===== config.mk =====
export PLATFORM = sky130hd
export DESIGN_NAME = rmc_req_arbiter
export DESIGN_NICKNAME = d
export VERILOG_FILES = /design/src/rtl/rmc_req_arbiter_pkg.sv /design/src/rtl/rmc_tag_fifo.sv /design/src/rtl/rmc_req_arbiter.sv
export SDC_FILE = /design/constraint.sdc
export NUM_CORES = 1
export LEC_CHECK = 0
export ABC_AREA = 1
export CORE_ASPECT_RATIO = 1.75
export CORE_UTILIZATION = 50
export DETAILED_ROUTE_END_ITERATION = 8
export DONT_BUFFER_PORTS = 1
export PLACE_DENSITY = 0.61
export REMOVE_ABC_BUFFERS = 1
export SETUP_SLACK_MARGIN = 0.3
export SLEW_MARGIN = 20
export SYNTH_ARGS = -nofsm -noshare
export SYNTH_HDL_FRONTEND = slang
export SYNTH_HIERARCHICAL = 1
export SYNTH_SLANG_ARGS = --single-unit

===== constraint.sdc =====
create_clock -name clk -period 3.2 [get_ports clk]
set_input_delay 0.64 -clock clk [delete_from_list [all_inputs] [get_ports clk]]
set_output_delay 0.64 -clock clk [all_outputs]
set_load 0.01 [all_outputs]

===== src/rtl/rmc_req_arbiter_pkg.sv =====
// rmc_req_arbiter_pkg
//   Shared constants and types for the remote-memory-controller request
//   arbiter and its tag queue.
//   - CPU_DATA_WIDTH    : width of a CPU request/response word
//   - RMC_ARB_NUM_REQ   : default number of host requesters
//   - RMC_ARB_TAG_DEPTH : default depth of the in-order tag queue
//   - RspState          : response-side FSM states
package rmc_req_arbiter_pkg;

  localparam int CPU_DATA_WIDTH    = 32;
  localparam int RMC_ARB_NUM_REQ   = 4;
  localparam int RMC_ARB_TAG_DEPTH = 8;

  typedef enum logic {
    RSP_IDLE = 1'b0,
    RSP_HOLD = 1'b1
  } RspState;

endpackage


===== src/rtl/rmc_tag_fifo.sv =====
// rmc_tag_fifo
//   Synchronous in-order FIFO of requester tags. The head entry is visible
//   without popping (show-ahead).
//   Ports:
//     clk, rstn    : clock, asynchronous active-low reset
//     push_i       : write push_tag_i (ignored while full)
//     push_tag_i   : tag to enqueue
//     pop_i        : drop head entry (ignored while empty)
//     head_o       : oldest tag
//     count_o      : number of stored tags (0..DEPTH)
//     full_o       : queue holds DEPTH tags
module rmc_tag_fifo #(
  parameter int TAG_W = 2,
  parameter int DEPTH = 8,
  localparam int ADDR_W = $clog2(DEPTH),
  localparam int PTR_W  = ADDR_W + 1
) (
  input  logic             clk,
  input  logic             rstn,
  input  logic             push_i,
  input  logic [TAG_W-1:0] push_tag_i,
  input  logic             pop_i,
  output logic [TAG_W-1:0] head_o,
  output logic [PTR_W-1:0] count_o,
  output logic             full_o
);

  logic [TAG_W-1:0] mem_q [DEPTH];
  logic [PTR_W-1:0] wr_ptr_q;
  logic [PTR_W-1:0] rd_ptr_q;
  logic             do_push;
  logic             do_pop;

  // Pointers carry one extra wrap bit so full and empty are distinguishable.
  assign full_o  = (wr_ptr_q[ADDR_W] != rd_ptr_q[ADDR_W]) &&
                   (wr_ptr_q[ADDR_W-1:0] == rd_ptr_q[ADDR_W-1:0]);
  assign count_o = wr_ptr_q - rd_ptr_q;
  assign do_push = push_i && !full_o;
  assign do_pop  = pop_i && (count_o != '0);
  assign head_o  = mem_q[rd_ptr_q[ADDR_W-1:0]];

  always_ff @(posedge clk or negedge rstn) begin
    if (!rstn) begin
      wr_ptr_q <= '0;
      rd_ptr_q <= '0;
    end else begin
      if (do_push) wr_ptr_q <= wr_ptr_q + PTR_W'(1);
      if (do_pop)  rd_ptr_q <= rd_ptr_q + PTR_W'(1);
    end
  end

  // Storage needs no reset; only entries between the pointers are ever read.
  always_ff @(posedge clk) begin
    if (do_push) mem_q[wr_ptr_q[ADDR_W-1:0]] <= push_tag_i;
  end

endmodule


===== src/rtl/rmc_req_arbiter.sv =====
// rmc_req_arbiter
//   Shares the CPU remote-memory-controller request/response channel between
//   NUM_REQ host requesters. Requests are granted round-robin into the CPU
//   request FIFO; the requester index of every request that expects a reply
//   is queued so each returned word is routed back to its originator.
//   Optional build macro: RMC_ARB_STATS_EN adds grant_cnt_o, one saturating
//   16-bit handshake counter per requester.
//   Ports:
//     clk, rstn          : clock, asynchronous active-low reset
//     cpu_halt_i         : blocks new grants
//     req_valid_i/rsp_i/data_i : per-requester request valid, reply flag, word
//     req_ready_o        : one-hot grant
//     req_fifo_*         : CPU request FIFO write side
//     rsp_fifo_*         : CPU read FIFO (show-ahead) read side
//     rsp_valid_o/data_o : one-hot response valid, shared response word
//     rsp_ready_i        : per-requester response accept
//     rsp_orphan_o       : pulse when a word arrives with no pending tag
//     grant_cnt_o        : per-requester grant counters (RMC_ARB_STATS_EN)
module rmc_req_arbiter
  import rmc_req_arbiter_pkg::*;
#(
  parameter int NUM_REQ   = RMC_ARB_NUM_REQ,
  parameter int DATA_W    = CPU_DATA_WIDTH,
  parameter int TAG_DEPTH = RMC_ARB_TAG_DEPTH,
  localparam int TAG_W    = $clog2(NUM_REQ),
  localparam int CNT_W    = $clog2(TAG_DEPTH) + 1
) (
  input  logic                           clk,
  input  logic                           rstn,
  input  logic                           cpu_halt_i,
  input  logic [NUM_REQ-1:0]             req_valid_i,
  input  logic [NUM_REQ-1:0]             req_rsp_i,
  input  logic [NUM_REQ-1:0][DATA_W-1:0] req_data_i,
  output logic [NUM_REQ-1:0]             req_ready_o,
  output logic [DATA_W-1:0]              req_fifo_data_o,
  output logic                           req_fifo_wrreq_o,
  input  logic                           req_fifo_wrfull_i,
  input  logic [DATA_W-1:0]              rsp_fifo_data_i,
  input  logic                           rsp_fifo_rdempty_i,
  output logic                           rsp_fifo_rdreq_o,
  output logic [NUM_REQ-1:0]             rsp_valid_o,
  output logic [DATA_W-1:0]              rsp_data_o,
  input  logic [NUM_REQ-1:0]             rsp_ready_i,
`ifdef RMC_ARB_STATS_EN
  output logic [NUM_REQ-1:0][15:0]       grant_cnt_o,
`endif
  output logic                           rsp_orphan_o
);

  logic [TAG_W-1:0]   last_grant_q;
  logic [TAG_W-1:0]   gnt_idx;
  logic [TAG_W-1:0]   cand;
  logic               gnt_found;
  logic               grant_en;
  logic               handshake;
  logic               tag_push;
  logic               tag_pop;
  logic [TAG_W-1:0]   tag_head;
  logic [CNT_W-1:0]   tag_count;
  logic               tag_full;
  RspState            state_q;
  logic [NUM_REQ-1:0] rsp_valid_q;
  logic [DATA_W-1:0]  rsp_data_q;
  logic [TAG_W-1:0]   rsp_tag_q;

  // Registered tag count gates grants, so a pop in the same cycle never frees
  // a slot early. rstn is included so nothing is granted while in reset.
  assign grant_en  = rstn && !cpu_halt_i && !req_fifo_wrfull_i && !tag_full;
  assign handshake = gnt_found && grant_en;
  assign tag_push  = handshake && req_rsp_i[gnt_idx];

  // Round-robin search starting just above the last granted requester.
  always_comb begin
    gnt_found = 1'b0;
    gnt_idx   = '0;
    cand      = '0;
    for (int i = 1; i <= NUM_REQ; i++) begin
      cand = TAG_W'((int'(last_grant_q) + i) % NUM_REQ);
      if (!gnt_found && req_valid_i[cand]) begin
        gnt_found = 1'b1;
        gnt_idx   = cand;
      end
    end
  end

  always_comb begin
    req_ready_o = '0;
    if (handshake) req_ready_o[gnt_idx] = 1'b1;
  end

  assign req_fifo_wrreq_o = handshake;
  assign req_fifo_data_o  = handshake ? req_data_i[gnt_idx] : '0;

  // Reset value NUM_REQ-1 gives requester 0 first priority.
  always_ff @(posedge clk or negedge rstn) begin
    if (!rstn)          last_grant_q <= TAG_W'(NUM_REQ - 1);
    else if (handshake) last_grant_q <= gnt_idx;
  end

  rmc_tag_fifo #(
    .TAG_W (TAG_W),
    .DEPTH (TAG_DEPTH)
  ) u_tag_fifo (
    .clk        (clk),
    .rstn       (rstn),
    .push_i     (tag_push),
    .push_tag_i (gnt_idx),
    .pop_i      (tag_pop),
    .head_o     (tag_head),
    .count_o    (tag_count),
    .full_o     (tag_full)
  );

  // The read FIFO is popped as soon as a word is seen in RSP_IDLE; with no
  // pending tag the word is thrown away and flagged as an orphan.
  assign rsp_fifo_rdreq_o = rstn && (state_q == RSP_IDLE) && !rsp_fifo_rdempty_i;
  assign rsp_orphan_o     = rsp_fifo_rdreq_o && (tag_count == '0);
  assign tag_pop          = (state_q == RSP_HOLD) && rsp_ready_i[rsp_tag_q];
  assign rsp_valid_o      = rsp_valid_q;
  assign rsp_data_o       = rsp_data_q;

  // Response FSM: capture word and head tag, hold until that requester accepts.
  always_ff @(posedge clk or negedge rstn) begin
    if (!rstn) begin
      state_q     <= RSP_IDLE;
      rsp_valid_q <= '0;
      rsp_data_q  <= '0;
      rsp_tag_q   <= '0;
    end else begin
      case (state_q)
        RSP_IDLE: begin
          if (!rsp_fifo_rdempty_i && (tag_count != '0)) begin
            rsp_data_q  <= rsp_fifo_data_i;
            rsp_tag_q   <= tag_head;
            rsp_valid_q <= NUM_REQ'(1) << tag_head;
            state_q     <= RSP_HOLD;
          end
        end
        RSP_HOLD: begin
          if (rsp_ready_i[rsp_tag_q]) begin
            rsp_valid_q <= '0;
            state_q     <= RSP_IDLE;
          end
        end
        default: state_q <= RSP_IDLE;
      endcase
    end
  end

`ifdef RMC_ARB_STATS_EN
  logic [NUM_REQ-1:0][15:0] grant_cnt_q;

  // Per-requester handshake counters, saturating at all-ones.
  always_ff @(posedge clk or negedge rstn) begin
    if (!rstn) begin
      grant_cnt_q <= '0;
    end else begin
      for (int r = 0; r < NUM_REQ; r++) begin
        if (req_ready_o[r] && (grant_cnt_q[r] != 16'hFFFF))
          grant_cnt_q[r] <= grant_cnt_q[r] + 16'd1;
      end
    end
  end

  assign grant_cnt_o = grant_cnt_q;
`endif

endmodule


==> metrics.txt, run 1 <==
setup repair after global routing missed its margin yes; clk_lat worst skew 0.33 ns; aggregate global-route resource usage around a third; post-synth top area share between 20% and 30%; switching power summed over all nets 4929 µW; area of all placed cells without fillers roughly 0.0065 mm²; cells taking the most area after synthesis sky130_fd_sc_hd__dfrtp_1, sky130_fd_sc_hd__nand2_1, sky130_fd_sc_hd__edfxtp_1; first-pass GRT wire length about 25000 µm; Sequential cell area around 0.0017 mm²; Avg Inst Size Synth 7.275 µm²; hold crit path type input pin to async pin; CTS tree yes; post-synthesis instance area 0.004700 mm²; Max VDD drop roughly 1000 µV; power density over cell area between 1500 and 2000 mW/mm²; fraction of the yosys area taken by sequential cells 36.37%; number of primary I/O pins between 200 and 300; Final Hold Violating Endpoints 0; number of synthesis warnings 6; non-filler cells, final 829; pre-CTS setup slack approximately 0.27 ns; total cell area at the placement stage 0.004870 mm²; GRT overflow 0; CP most frequent cell sky130_fd_sc_hd__nand2_2; final critical path time including I/O delays and setup 3.127 ns; leakage power summed over all cells approximately 0.0030 µW; total inserted antenna cells 0; WP data arrival around 2.5 ns; die height ~130 µm; Top delay family on crit path buffers and inverters; number of antenna violations at the first check in global routing 0; share of total power in the clock network between 10% and 20%; fraction of power spent switching nets a little under half; Pre-antenna DRT Iters 4; total via count in the routed design 4988; type of the worst setup path register to primary output; placement row count 46; cell-internal power ~5400 µW; Fmax approximately 320 MHz; cell type with the largest total area after synthesis sky130_fd_sc_hd__dfrtp_1; port buffer count 0; CTS buffer count 9; Layout Nets between 800 and 900; pin count of the biggest net entering global routing 41; final HPWL from detailed placement 10750 µm; number of synthesized flops with an enable pin 16; part of the power in registers ~16%; count of antenna-violating nets left after detailed routing 0; final WL approximately 17000 µm; post-route DRC violation count 0; # Max-Cap Violations 0; worst path setup slack after routing between 0.07 and 0.08 ns; Iter 0 DRT Violations roughly 190; sum of buffers and inverters on the critical path 6; Crit-path slowest cell sky130_fd_sc_hd__dfstp_2; most instantiated flip-flop cell in the synthesis netlist sky130_fd_sc_hd__dfrtp_1; wire per inst 20.53 µm; maximum level of the CTS H-tree 3; final setup fails 0; die area about 0.0098 mm²; clock-pin slew reported for the worst setup and hold paths after clock tree synthesis approximately 0.050 ns; Syn Inst Count between 600 and 700; count of unique library cells instantiated by Yosys 34; chip width ~75 µm; Setup Skew about 0.0060 ns; number of global-route vias before repair 4932; placeable core region approximately 0.009 mm²; number of vias per cell between 6 and 7; CTS max path bufs 2; CTS root buffer sky130_fd_sc_hd__clkbuf_16; status finished clean; Setup crit end kind primary output; slowest stage delay, CP roughly 0.61 ns; worst-path fanout max 12; dpl cells 755; Placer Congestion 0.9223; Initial Utilization 51.68%; combined area of the multi-input logic cells 0.003043 mm²; worst rel slew slack 71.97%; share of final-layout standard cells stronger than drive strength 1 between 30% and 40%; part of the power in combinational logic between 70% and 80%; share of flip-flops with an asynchronous set or reset after synthesis about 75%; Final Slew Violations 0; total clock sinks 65; area added between synthesis and finish 38.50%; startpoint type of the worst setup path register; crit path cell chain inv_4 > nand2_2 > nand2_2 > nand2_2 > nand2_2 > nor2_4 > nand3_4 > buf_4 > buf_6 > buf_12 > nand2_8 > buf_8 > a21oi_1 > buf_4; register bit count reported by yosys 65; fin crit share a little over nine tenths; Worst Tran Pin Value approximately 0.42 ns; required time of the worst setup path approximately 2.6 ns; Filler Cells Inserted 747
layer usage:
layer  GRT usage, %  up-vias  part of all wire, %  wire [µm]
met5              0        -                    0          0
met4          20.59        0                  5.3        901
met3          9.653       66                  8.3       1416
met2          64.08      267                   56       9470
met1          31.45     2362                   31       5228
li1               -     2293                    -          -
synthesized netlist by cell type, types with 6 or more instances:
cell type / number
sky130_fd_sc_hd__nand2_1: 274
sky130_fd_sc_hd__nand4_1: 70
sky130_fd_sc_hd__dfrtp_1: 47
sky130_fd_sc_hd__a21oi_1: 35
sky130_fd_sc_hd__mux2_2: 32
sky130_fd_sc_hd__inv_1: 26
sky130_fd_sc_hd__nor2_1: 23
sky130_fd_sc_hd__buf_2: 22
sky130_fd_sc_hd__o21ai_0: 18
sky130_fd_sc_hd__edfxtp_1: 16
sky130_fd_sc_hd__nand3_1: 15
sky130_fd_sc_hd__buf_4: 9
sky130_fd_sc_hd__buf_6: 8
sky130_fd_sc_hd__inv_2: 6
sky130_fd_sc_hd__nand2_2: 6
cells by family (layout without fill, tap and decap cells):
| family | after synthesis | in the layout | share of synthesized area (%) |
|---|---|---|---|
| AND/OR/NAND/NOR | 400 | 401 | 37.65 |
| multiplexers | 32 | 32 | 7.668 |
| XOR/XNOR | 3 | 3 | 0.5592 |
| adder cells (fa/ha/maj) | 6 | 6 | 1.757 |
| buffers and inverters | 77 | 139 | 8.839 |
| AO/OA/AOI/OAI | 63 | 63 | 7.162 |
| flip-flops | 65 | 65 | 36.37 |
placed cells by master (no fill, tap or decap), types with 2 or more instances in the layout:
master | synthesis | final
sky130_fd_sc_hd__a21oi_1 | 35 | 4
sky130_fd_sc_hd__a21oi_2 | 0 | 20
sky130_fd_sc_hd__a21oi_4 | 0 | 11
sky130_fd_sc_hd__buf_12 | 0 | 10
sky130_fd_sc_hd__buf_16 | 0 | 11
sky130_fd_sc_hd__buf_4 | 9 | 50
sky130_fd_sc_hd__buf_6 | 8 | 11
sky130_fd_sc_hd__buf_8 | 0 | 3
sky130_fd_sc_hd__bufinv_16 | 0 | 2
sky130_fd_sc_hd__clkbuf_16 | 0 | 11
sky130_fd_sc_hd__clkbuf_8 | 0 | 2
sky130_fd_sc_hd__dfrtp_1 | 47 | 42
sky130_fd_sc_hd__dfrtp_2 | 0 | 5
sky130_fd_sc_hd__dfstp_2 | 2 | 2
sky130_fd_sc_hd__edfxtp_1 | 16 | 16
sky130_fd_sc_hd__ha_1 | 5 | 2
sky130_fd_sc_hd__ha_4 | 0 | 3
sky130_fd_sc_hd__inv_1 | 26 | 21
sky130_fd_sc_hd__inv_2 | 6 | 6
sky130_fd_sc_hd__inv_4 | 2 | 7
sky130_fd_sc_hd__inv_8 | 0 | 2
sky130_fd_sc_hd__mux2_2 | 32 | 32
sky130_fd_sc_hd__nand2_1 | 274 | 240
sky130_fd_sc_hd__nand2_2 | 6 | 36
sky130_fd_sc_hd__nand2_4 | 1 | 5
sky130_fd_sc_hd__nand3_1 | 15 | 13
sky130_fd_sc_hd__nand3_2 | 4 | 3
sky130_fd_sc_hd__nand3_4 | 0 | 3
sky130_fd_sc_hd__nand4_1 | 70 | 70
sky130_fd_sc_hd__nor2_1 | 23 | 14
sky130_fd_sc_hd__nor2_2 | 0 | 5
sky130_fd_sc_hd__nor2_4 | 1 | 5
sky130_fd_sc_hd__o21ai_0 | 18 | 17
sky130_fd_sc_hd__o21ai_1 | 4 | 4
sky130_fd_sc_hd__o22ai_1 | 4 | 4
sky130_fd_sc_hd__xor2_1 | 2 | 2
flip-flops by register name (all words and copies together) (netlist names):
register and count:
u_tag_fifo/wr_ptr_q 4, u_tag_fifo/mem_q 16, last_grant_q 2, u_tag_fifo/rd_ptr_q 4
rsp_valid_o 4, state_q 1, rsp_data_o 32, rsp_tag_q 2
final timing paths:
| check | startpoint | end | slack [ns] | cells after the start |
|---|---|---|---|---|
| min in group clk | rsp_fifo_data_i[9] | rsp_data_o[9] | 0.46 | 1 |
| worst max-delay path | last_grant_q[0] | req_fifo_data_o[7] | 0.07 | 14 |
| max in group asynchronous | rstn | rsp_tag_q[1] | 2.29 | 1 |
| worst min-delay path | rstn | last_grant_q[0] | 0.15 | 0 |
| worst min register to register | u_tag_fifo/rd_ptr_q[3] | u_tag_fifo/rd_ptr_q[3] | 0.52 | 2 |
| worst max register to register | last_grant_q[0] | u_tag_fifo/mem_q[4][1] | 0.39 | 18 |
layout make-up:
class / instances / share of cell area, %
timing repair inverter: 2 / 0.1922
tap: 120 / 2.307
sequential: 65 / 26.36
multi-input combinational: 505 / 46.75
clock buffer: 13 / 4.325
timing repair buffer: 87 / 16.63
clock inverter: 3 / 1.057
inverter: 34 / 2.384
power groups by stage:
stage / combinational [µW] / sequential [µW] / clock [µW]
after CTS: 6880 / 1640 / 1120
after global placement: 4500 / 1650 / 0
after detailed placement: 4610 / 1670 / 0
after global routing: 8100 / 1690 / 1160
final: 7530 / 1650 / 1110
after floorplan: 3310 / 1570 / 0
timing repair:
item / CTS / global route
cloned: 14 / 2
setup endpoints to repair: 44 / 52
hold endpoints to repair: 40 / 0
pin swaps: 36 / 19
resized for setup: 116 / 49
hold buffers: 2 / 0
setup buffers: 33 / 7
metrics by stage:
| stage | total power, µW | hold slack, ns | TNS (ns) | utilization, % |
|---|---|---|---|---|
| CTS | 9644 | 0.1437 | 0 | 67.93 |
| floorplan | 4878 | 0.3444 | -39.41 | - |
| finish | 10290 | 0.1529 | 0 | 71.57 |
| global route | 10940 | 0.1390 | -0.02558 | 71.57 |
| global placement | 6147 | 0.3453 | 0 | 53.55 |
| detailed placement | 6283 | 0.3456 | 0 | 53.55 |
No activity file was read; power rests on OpenSTA's default activity.
==> inputs of run 2 (changes only) <==
--- a/config.mk
+++ b/config.mk
@@ -7,9 +7,11 @@
 export LEC_CHECK = 0
 export ABC_AREA = 1
+export CELL_PAD_IN_SITES_DETAIL_PLACEMENT = 2
+export CELL_PAD_IN_SITES_GLOBAL_PLACEMENT = 2
 export CORE_ASPECT_RATIO = 1.75
-export CORE_UTILIZATION = 50
+export CORE_UTILIZATION = 33
 export DETAILED_ROUTE_END_ITERATION = 8
 export DONT_BUFFER_PORTS = 1
-export PLACE_DENSITY = 0.61
+export PLACE_DENSITY = 0.77
 export REMOVE_ABC_BUFFERS = 1
 export SETUP_SLACK_MARGIN = 0.3
==> constraint.sdc (replaced) <==
create_clock -name clk -period 3.2 [get_ports clk]
set_input_delay 0.96 -clock clk [delete_from_list [all_inputs] [get_ports clk]]
set_output_delay 0.96 -clock clk [all_outputs]
set_load 0.01 [all_outputs]
==> run 2 against run 1 <==
  * The flow now finishes with violations (setup timing)
  * Critical path depth fell by 1
  * Non-clock buffer count rose by 10
  * Wire length rose by 15%
  * Cell count rose by 7.7%
  * Worst setup slack got worse by 0.39 ns
  * Fmax fell by 11%
  * Cell area fell by 0.52%
  * Clock skew rose by 0.0038 ns
  * Combinational power rose by 3.9%
  * Register-to-register slack got worse by 0.12 ns
  * Largest power group unchanged
==> metrics.txt, run 2 (synthesized netlist as in run 1, its figures left out) <==
status finished, violations left; violated checks setup timing; setup repair after global routing missed its margin yes; final setup fails 37 (+37); sum of negative setup slack -9.323 ns (-9.323 ns); number of antenna violations at the first check in global routing 0 (unchanged); worst-path fanout max 8 (-4); final HPWL from detailed placement 13480 µm (+25%); port buffer count 0 (unchanged); most common cell after layout, fill and taps aside sky130_fd_sc_hd__nand2_1; number of primary I/O pins 252 (unchanged); aggregate global-route resource usage 24.67% (-9.7 points); final WL 19530 µm (+15%); count of antenna-violating nets left after detailed routing 0 (unchanged); wire per inst 21.87 µm (+6.5%); end-of-flow core utilization 46.56% (-25 points); Setup crit end kind primary output; # Max-Cap Violations 0 (unchanged); hold crit path type input pin to async pin; worst-case register-to-register setup slack 0.27 ns (-0.12 ns); die area 0.01474 mm² (+50%); final critical path time including I/O delays and setup 3.514 ns (+0.3873 ns); Worst Tran Pin Value 0.4906 ns (+0.07300 ns); die height 159.9 µm (+23%); Setup Skew 0.009805 ns (+0.003840 ns); total via count in the routed design 5010 (+0.44%); endpoint of the most critical register-to-register path u_tag_fifo/mem_q[1][0]; placement row count 57 (+24%); maximum level of the CTS H-tree 3 (unchanged); placeable core region 0.01391 mm² (+53%); first-pass GRT wire length 28440 µm (+15%); Final Hold Violating Endpoints 0 (unchanged); depth of the worst register-to-register path 18 (unchanged); CTS root buffer sky130_fd_sc_hd__clkbuf_16; worst path setup slack after routing -0.3144 ns (-0.3873 ns); pin count of the biggest net entering global routing 51 (+24%); Layout Nets 894 (+0.79%); WHS 0.3219 ns (+0.1690 ns); CTS max path bufs 2 (unchanged); total cell area at the placement stage 0.005309 mm² (+9.0%); most frequent cells in the layout sky130_fd_sc_hd__nand2_1, sky130_fd_sc_hd__nand4_1, sky130_fd_sc_hd__buf_4; CTS tree yes; leakage power summed over all cells 0.002961 µW (-0.83%); chip width 92.21 µm (+22%); Fmax 284.5 MHz (-11%); Final Slew Violations 0 (unchanged); fin crit share 109.8% (+12 points); type of the worst setup path register to primary output; Pre-antenna DRT Iters 4 (unchanged); share of final-layout standard cells stronger than drive strength 1 36.17% (+0.49 points); Max VDD drop 727.4 µV (-29%); number of global-route vias before repair 5554 (+13%); R2R Path Start last_grant_q[0]; power density over cell area 1588 mW/mm² (+0.47%); overall power of the completed layout 10280 µW (about the same); clk_lat worst skew 0.33 ns (about the same); worst rel slew slack 67.07% (-4.9 points); area added between synthesis and finish 37.78%; area of all placed cells without fillers 0.006475 mm² (-0.52%); GRT overflow 0 (unchanged); number of flip-flops under the largest register name 32 (unchanged); CTS buffer count 9 (unchanged); number of vias per cell 5.610 (-6.8%); post-route DRC violation count 0 (unchanged); number of hold buffers added after cts 0 (-2); WP data arrival 2.55 ns (+0.06 ns); Initial Utilization 33.79% (-18 points); Placer Congestion 0.8084 (-12%); total clock sinks 65 (unchanged); Iter 0 DRT Violations 117 (-38%); clock-pin slew reported for the worst setup and hold paths after clock tree synthesis 0.05 ns (about the same); total inserted antenna cells 0 (unchanged); startpoint type of the worst setup path register; required time of the worst setup path 2.24 ns (-0.32 ns)
[run 2: changes by cell type in the layout (fill, tap and decap cells not counted), moves of 7 or more]
cell                      before  now
sky130_fd_sc_hd__buf_16       11    2
sky130_fd_sc_hd__a21oi_2      20   30
sky130_fd_sc_hd__a21oi_4      11    4
sky130_fd_sc_hd__buf_4        50   62
sky130_fd_sc_hd__buf_12       10   17
[run 2: what timing repair did]
item,in CTS,in global routing
resized for setup,94,51
gates cloned,2,4
setup endpoints to repair,54,55
pin swaps,22,11
setup buffers,14,11
[run 2: worst max-delay path by stage]
stage / from / to / slack (ns)
3_3_place_gp: req_valid_i[2] / req_fifo_data_o[12] / -0.15
2_1_floorplan: req_valid_i[3] / req_fifo_data_o[0] / -1.34
6_report: last_grant_q[0] / req_fifo_data_o[8] / -0.31
3_5_place_dp: req_valid_i[2] / req_fifo_data_o[24] / -0.22
4_1_cts: last_grant_q[0] / req_fifo_data_o[26] / -0.21
5_1_grt: last_grant_q[0] / req_fifo_data_o[8] / -0.41
[run 2: routing by layer]
| layer | vias to the layer above | GRT usage [%] | part of all wire (%) |
|---|---|---|---|
| met5 | - | 0 | 0 |
| met4 | 0 | 9.375 | 2.6 |
| met3 | 38 | 5.857 | 6.0 |
| met2 | 225 | 49.22 | 57 |
| met1 | 2451 | 23.42 | 34 |
| li1 | 2296 | - | - |
[run 2: critical path: stages, from the launching register on]
cell and delay [ns]:
sky130_fd_sc_hd__dfstp_2 0.64, sky130_fd_sc_hd__inv_6 0.08, sky130_fd_sc_hd__nand2_2 0.08, sky130_fd_sc_hd__nand2_2 0.09
sky130_fd_sc_hd__nand2_2 0.11, sky130_fd_sc_hd__nand2_4 0.07, sky130_fd_sc_hd__nor2_4 0.14, sky130_fd_sc_hd__nand2_2 0.08
sky130_fd_sc_hd__o21ai_4 0.26, sky130_fd_sc_hd__clkinv_4 0.17, sky130_fd_sc_hd__buf_12 0.16, sky130_fd_sc_hd__clkbuf_16 0.15
sky130_fd_sc_hd__nand2_1 0.10, sky130_fd_sc_hd__a21oi_2 0.09
[run 2: area by class of cell]
class                   instances  area, µm²
fillers                      1582       7432
multi-input cells             504       3035
flip-flops and latches         65       1710
repair buffers                 97       1104
clock buffers                  12      236.5
well taps                     177      221.5
inverters                      34      147.6
clock inverters                 4      20.02
[run 2: per-stage QoR]
stage	cells	setup slack, ns
4_1_cts	878	-0.2089
6_report	893	-0.3144
2_1_floorplan	603	-1.342
3_5_place_dp	846	-0.2247
5_1_grt	893	-0.4107
3_3_place_gp	846	-0.1452
[run 2: power by group]
part | leakage (µW) | internal (µW) | switching [µW]
Clock | 0.000122 | 517 | 331
Sequential | 0.000732 | 1260 | 357
Combinational | 0.00211 | 3440 | 4380
==> inputs of run 3 (changes only) <==
CORE_UTILIZATION = 31   (was 33)
PLACE_DENSITY = 0.76   (was 0.77)
SYNTH_HIERARCHICAL = not set   (was 1)
==> run 3 against run 2 <==
  * The run still ends with setup timing left
  * Largest power group unchanged
  * Cell count is 5.9% higher
  * Wire length grew 21%
  * Combinational power up 11%
  * Non-clock buffer count up 2
  * Clock power grew 29%
  * Hold slack worse by 0.013 ns
  * Synthesized cell count is 6.3% higher
==> metrics.txt, run 3 <==
status finished, violations left; violated checks setup timing; post-route DRC violation count 0 (unchanged); Max VDD drop 826.9 µV (+14%); clock-pin slew reported for the worst setup and hold paths after clock tree synthesis 0.06 ns (about the same); Top delay family on crit path simple AND/OR/NAND/NOR gates; area added between synthesis and finish 51.68%; Sequential cell area 0.001709 mm² (about the same); worst-case register-to-register setup slack 0.30 ns (+0.03 ns); final HPWL from detailed placement 12690 µm (-5.8%); count of unique library cells instantiated by Yosys 29 (-15%); combined area of the multi-input logic cells 0.003049 mm² (+0.45%); total via count in the routed design 5146 (+2.7%); share of final-layout standard cells stronger than drive strength 1 34.59% (-1.6 points); most common cell after layout, fill and taps aside sky130_fd_sc_hd__nand2_1; multiplexer fraction of the synthesized cell area 0% (-7.7 points); Pre-antenna DRT Iters 4 (unchanged); number of vias per cell 5.440 (-3.0%); Fmax 271.7 MHz (-4.5%); wire per inst 25.06 µm (+15%); Layout Nets 947 (+5.9%); total clock sinks 65 (unchanged); CTS root buffer sky130_fd_sc_hd__clkbuf_16; worst-path fanout max 8 (unchanged); final WL 23700 µm (+21%); cell type with the largest total area after synthesis sky130_fd_sc_hd__nand2_1; final critical path time including I/O delays and setup 3.681 ns (+0.1664 ns); depth of the worst register-to-register path 10 (-8); worst path setup slack after routing -0.4808 ns (-0.1664 ns); number of global-route vias before repair 5692 (+2.5%); overall power of the completed layout 11390 µW (+11%); Crit-path slowest cell sky130_fd_sc_hd__dfstp_2; GRT overflow 0 (unchanged); Filler Cells Inserted 1569 (-0.82%); Initial Utilization 31.69% (-2.1 points); most used standard cells in the synthesized netlist sky130_fd_sc_hd__nand2_1, sky130_fd_sc_hd__dfrtp_1, sky130_fd_sc_hd__a21oi_1; number of primary I/O pins 252 (unchanged); cells taking the most area after synthesis sky130_fd_sc_hd__nand2_1, sky130_fd_sc_hd__dfrtp_1, sky130_fd_sc_hd__edfxtp_1; number of synthesized flops with an enable pin 16 (unchanged); combinational family with the most area after synthesis simple AND/OR/NAND/NOR gates; Setup crit end kind primary output; Final Hold Violating Endpoints 0 (unchanged); most instantiated flip-flop cell in the synthesis netlist sky130_fd_sc_hd__dfrtp_1; # Max-Cap Violations 0 (unchanged); clk_lat worst skew 0.34 ns (about the same); number of antenna violations at the first check in global routing 0 (unchanged); leading cell type by number of instances after synthesis sky130_fd_sc_hd__nand2_1; number of synthesis warnings 0 (-6); startpoint type of the worst setup path register; Setup Skew 0.01286 ns (+0.003058 ns); most frequent cells in the layout sky130_fd_sc_hd__nand2_1, sky130_fd_sc_hd__buf_4, sky130_fd_sc_hd__nand2_2; non-filler cells, final 946 (+5.9%); CP most frequent cell sky130_fd_sc_hd__nand2_4; area share of fa/ha/maj cells after synthesis 1.884% (+0.13 points); share of flip-flops with an asynchronous set or reset after synthesis 75.38% (unchanged); fraction of the yosys area taken by sequential cells 38.98% (+2.6 points); required time of the worst setup path 2.24 ns (about the same); crit path cell chain clkinv_4 > nand2_4 > nand2_4 > nand2_4 > nand2_4 > inv_4 > nand2_4 > nand2_4 > nand3_4 > buf_12 > clkinv_16 > buf_12 > clkbuf_16 > nand2_1 > nand2_1 > nand2_1 > a21oi_2; post-synth top area share 36.73% (+12 points); number of flip-flops under the largest register name 32 (unchanged); final setup fails 38 (+2.7%); register bit count reported by yosys 65 (unchanged); first-pass GRT wire length 30490 µm (+7.2%); hold crit path type input pin to async pin; post-synthesis instance area 0.004384 mm² (-6.7%); fin crit share 115.0% (+5.2 points); R2R Path Start u_tag_fifo.wr_ptr_q[2]; Avg Inst Size Synth 6.382 µm² (-12%); Syn Inst Count 687 (+6.3%); slowest stage delay, CP 0.63 ns (about the same); total inserted antenna cells 0 (unchanged); placement row count 57 (unchanged); maximum level of the CTS H-tree 3 (unchanged); worst rel slew slack 32.48% (-35 points); Simple-Gate Fraction of Synth Area 43.95% (+6.3 points); CTS tree yes; setup repair after global routing missed its margin yes; CTS max path bufs 2 (unchanged); CTS buffer count 9 (unchanged); count of antenna-violating nets left after detailed routing 0 (unchanged); xor/xnor cell area share of the yosys netlist 1.398% (+0.84 points); die height 159.3 µm (-0.34%); Placer Congestion 0.8318 (+2.9%); Worst Tran Pin Value 1.012 ns (+0.5211 ns); pin count of the biggest net entering global routing 52 (+2.0%); die area 0.01464 mm² (-0.68%); dpl cells 881 (+4.1%); fraction of the mapped netlist area in compound gates 7.106% (-0.056 points); leakage power summed over all cells 0.003279 µW (+11%); aggregate global-route resource usage 27.15% (+2.5 points); endpoint of the most critical register-to-register path rsp_data_o[19]; port buffer count 0 (unchanged); power density over cell area 1712 mW/mm² (+7.9%); type of the worst setup path register to primary output; chip width 91.90 µm (-0.34%); placeable core region 0.01384 mm² (-0.51%); Iter 0 DRT Violations 192 (+64%); sum of buffers and inverters on the critical path 6 (+2); Final Slew Violations 0 (unchanged); WP data arrival 2.72 ns (+0.17 ns)
run 3: cell count changes in the layout (fill, tap and decap cells not counted), moves of 4 or more:
cell,delta
sky130_fd_sc_hd__nand2_2,+21
sky130_fd_sc_hd__nand2_4,+19
sky130_fd_sc_hd__nand4_1,-67
sky130_fd_sc_hd__a21oi_1,+5
sky130_fd_sc_hd__mux2_2,-32
sky130_fd_sc_hd__buf_16,+4
sky130_fd_sc_hd__buf_4,-4
sky130_fd_sc_hd__buf_12,-4
sky130_fd_sc_hd__nand3_2,-6
sky130_fd_sc_hd__o21ai_1,-4
sky130_fd_sc_hd__nand3_1,+13
sky130_fd_sc_hd__nand2_1,+111
sky130_fd_sc_hd__inv_1,-10
run 3: cells by family (layout without fill, tap and decap cells):
| family | after synthesis | in the layout |
|---|---|---|
| compound gates | 59 | 59 |
| xor+xnor | 7 | 7 |
| fa+ha+maj | 6 | 6 |
| buf+inv | 57 | 139 |
| flops | 65 | 65 |
| simple gates | 493 | 493 |
run 3: layer usage:
metal,GRT usage (%),vias up,wire length (µm)
met3,6.399,48,1557
met2,55.26,256,13820
li1,-,2299,-
met1,24.80,2543,7517
met5,0,-,0
met4,10.23,0,810
run 3: stage by stage:
step	setup TNS (ns)	util, %	hold WS (ns)	setup WS (ns)	cell area [µm²]
after floorplan	-45.10	-	0.4640	-1.264	4184
final	-14.48	48.06	0.3088	-0.4808	6650
after CTS	-9.510	43.71	0.3089	-0.3234	6047
after global routing	-18.77	48.06	0.3087	-0.5872	6650
after detailed placement	-8.726	35.01	0.4967	-0.3442	4843
after global placement	-5.900	35.01	0.4812	-0.2285	4843
run 3: what timing repair did:
action | 4_1_cts | 5_1_grt
cloned | 8 | 3
pin swaps | 27 | 51
hold buffers | 0 | 0
buffers inserted | 27 | 11
gates resized for setup | 118 | 117
endpoints found under the setup margin | 46 | 54
run 3: power by group:
part           switching, µW  total, µW  leakage (µW)  internal (µW)
logic                   4950       8650       0.00238           3700
registers                405       1640      0.000749           1240
clock network            388       1090      0.000154            704
total                   5750      11400       0.00328           5640
run 3: how the worst max path moves through the flow:
stage | start | end | slack, ns | depth (start not counted)
after floorplan | req_valid_i[0] | req_fifo_data_o[0] | -1.26 | 13
after global placement | req_valid_i[3] | req_fifo_data_o[1] | -0.23 | 13
after detailed placement | req_valid_i[3] | req_fifo_data_o[25] | -0.34 | 13
after CTS | last_grant_q[0] | req_fifo_data_o[13] | -0.32 | 17
after global routing | last_grant_q[0] | req_fifo_data_o[19] | -0.59 | 17
final | last_grant_q[0] | req_fifo_data_o[21] | -0.48 | 17
run 3: cell type report:
| type | count | share of cell area, % |
|---|---|---|
| clock inverters | 3 | 0.9784 |
| flip-flops and latches | 65 | 25.70 |
| clock buffers | 13 | 3.763 |
| inverters | 24 | 2.164 |
| multi-input cells | 565 | 45.85 |
| well taps | 177 | 3.330 |
| repair buffers | 99 | 18.21 |
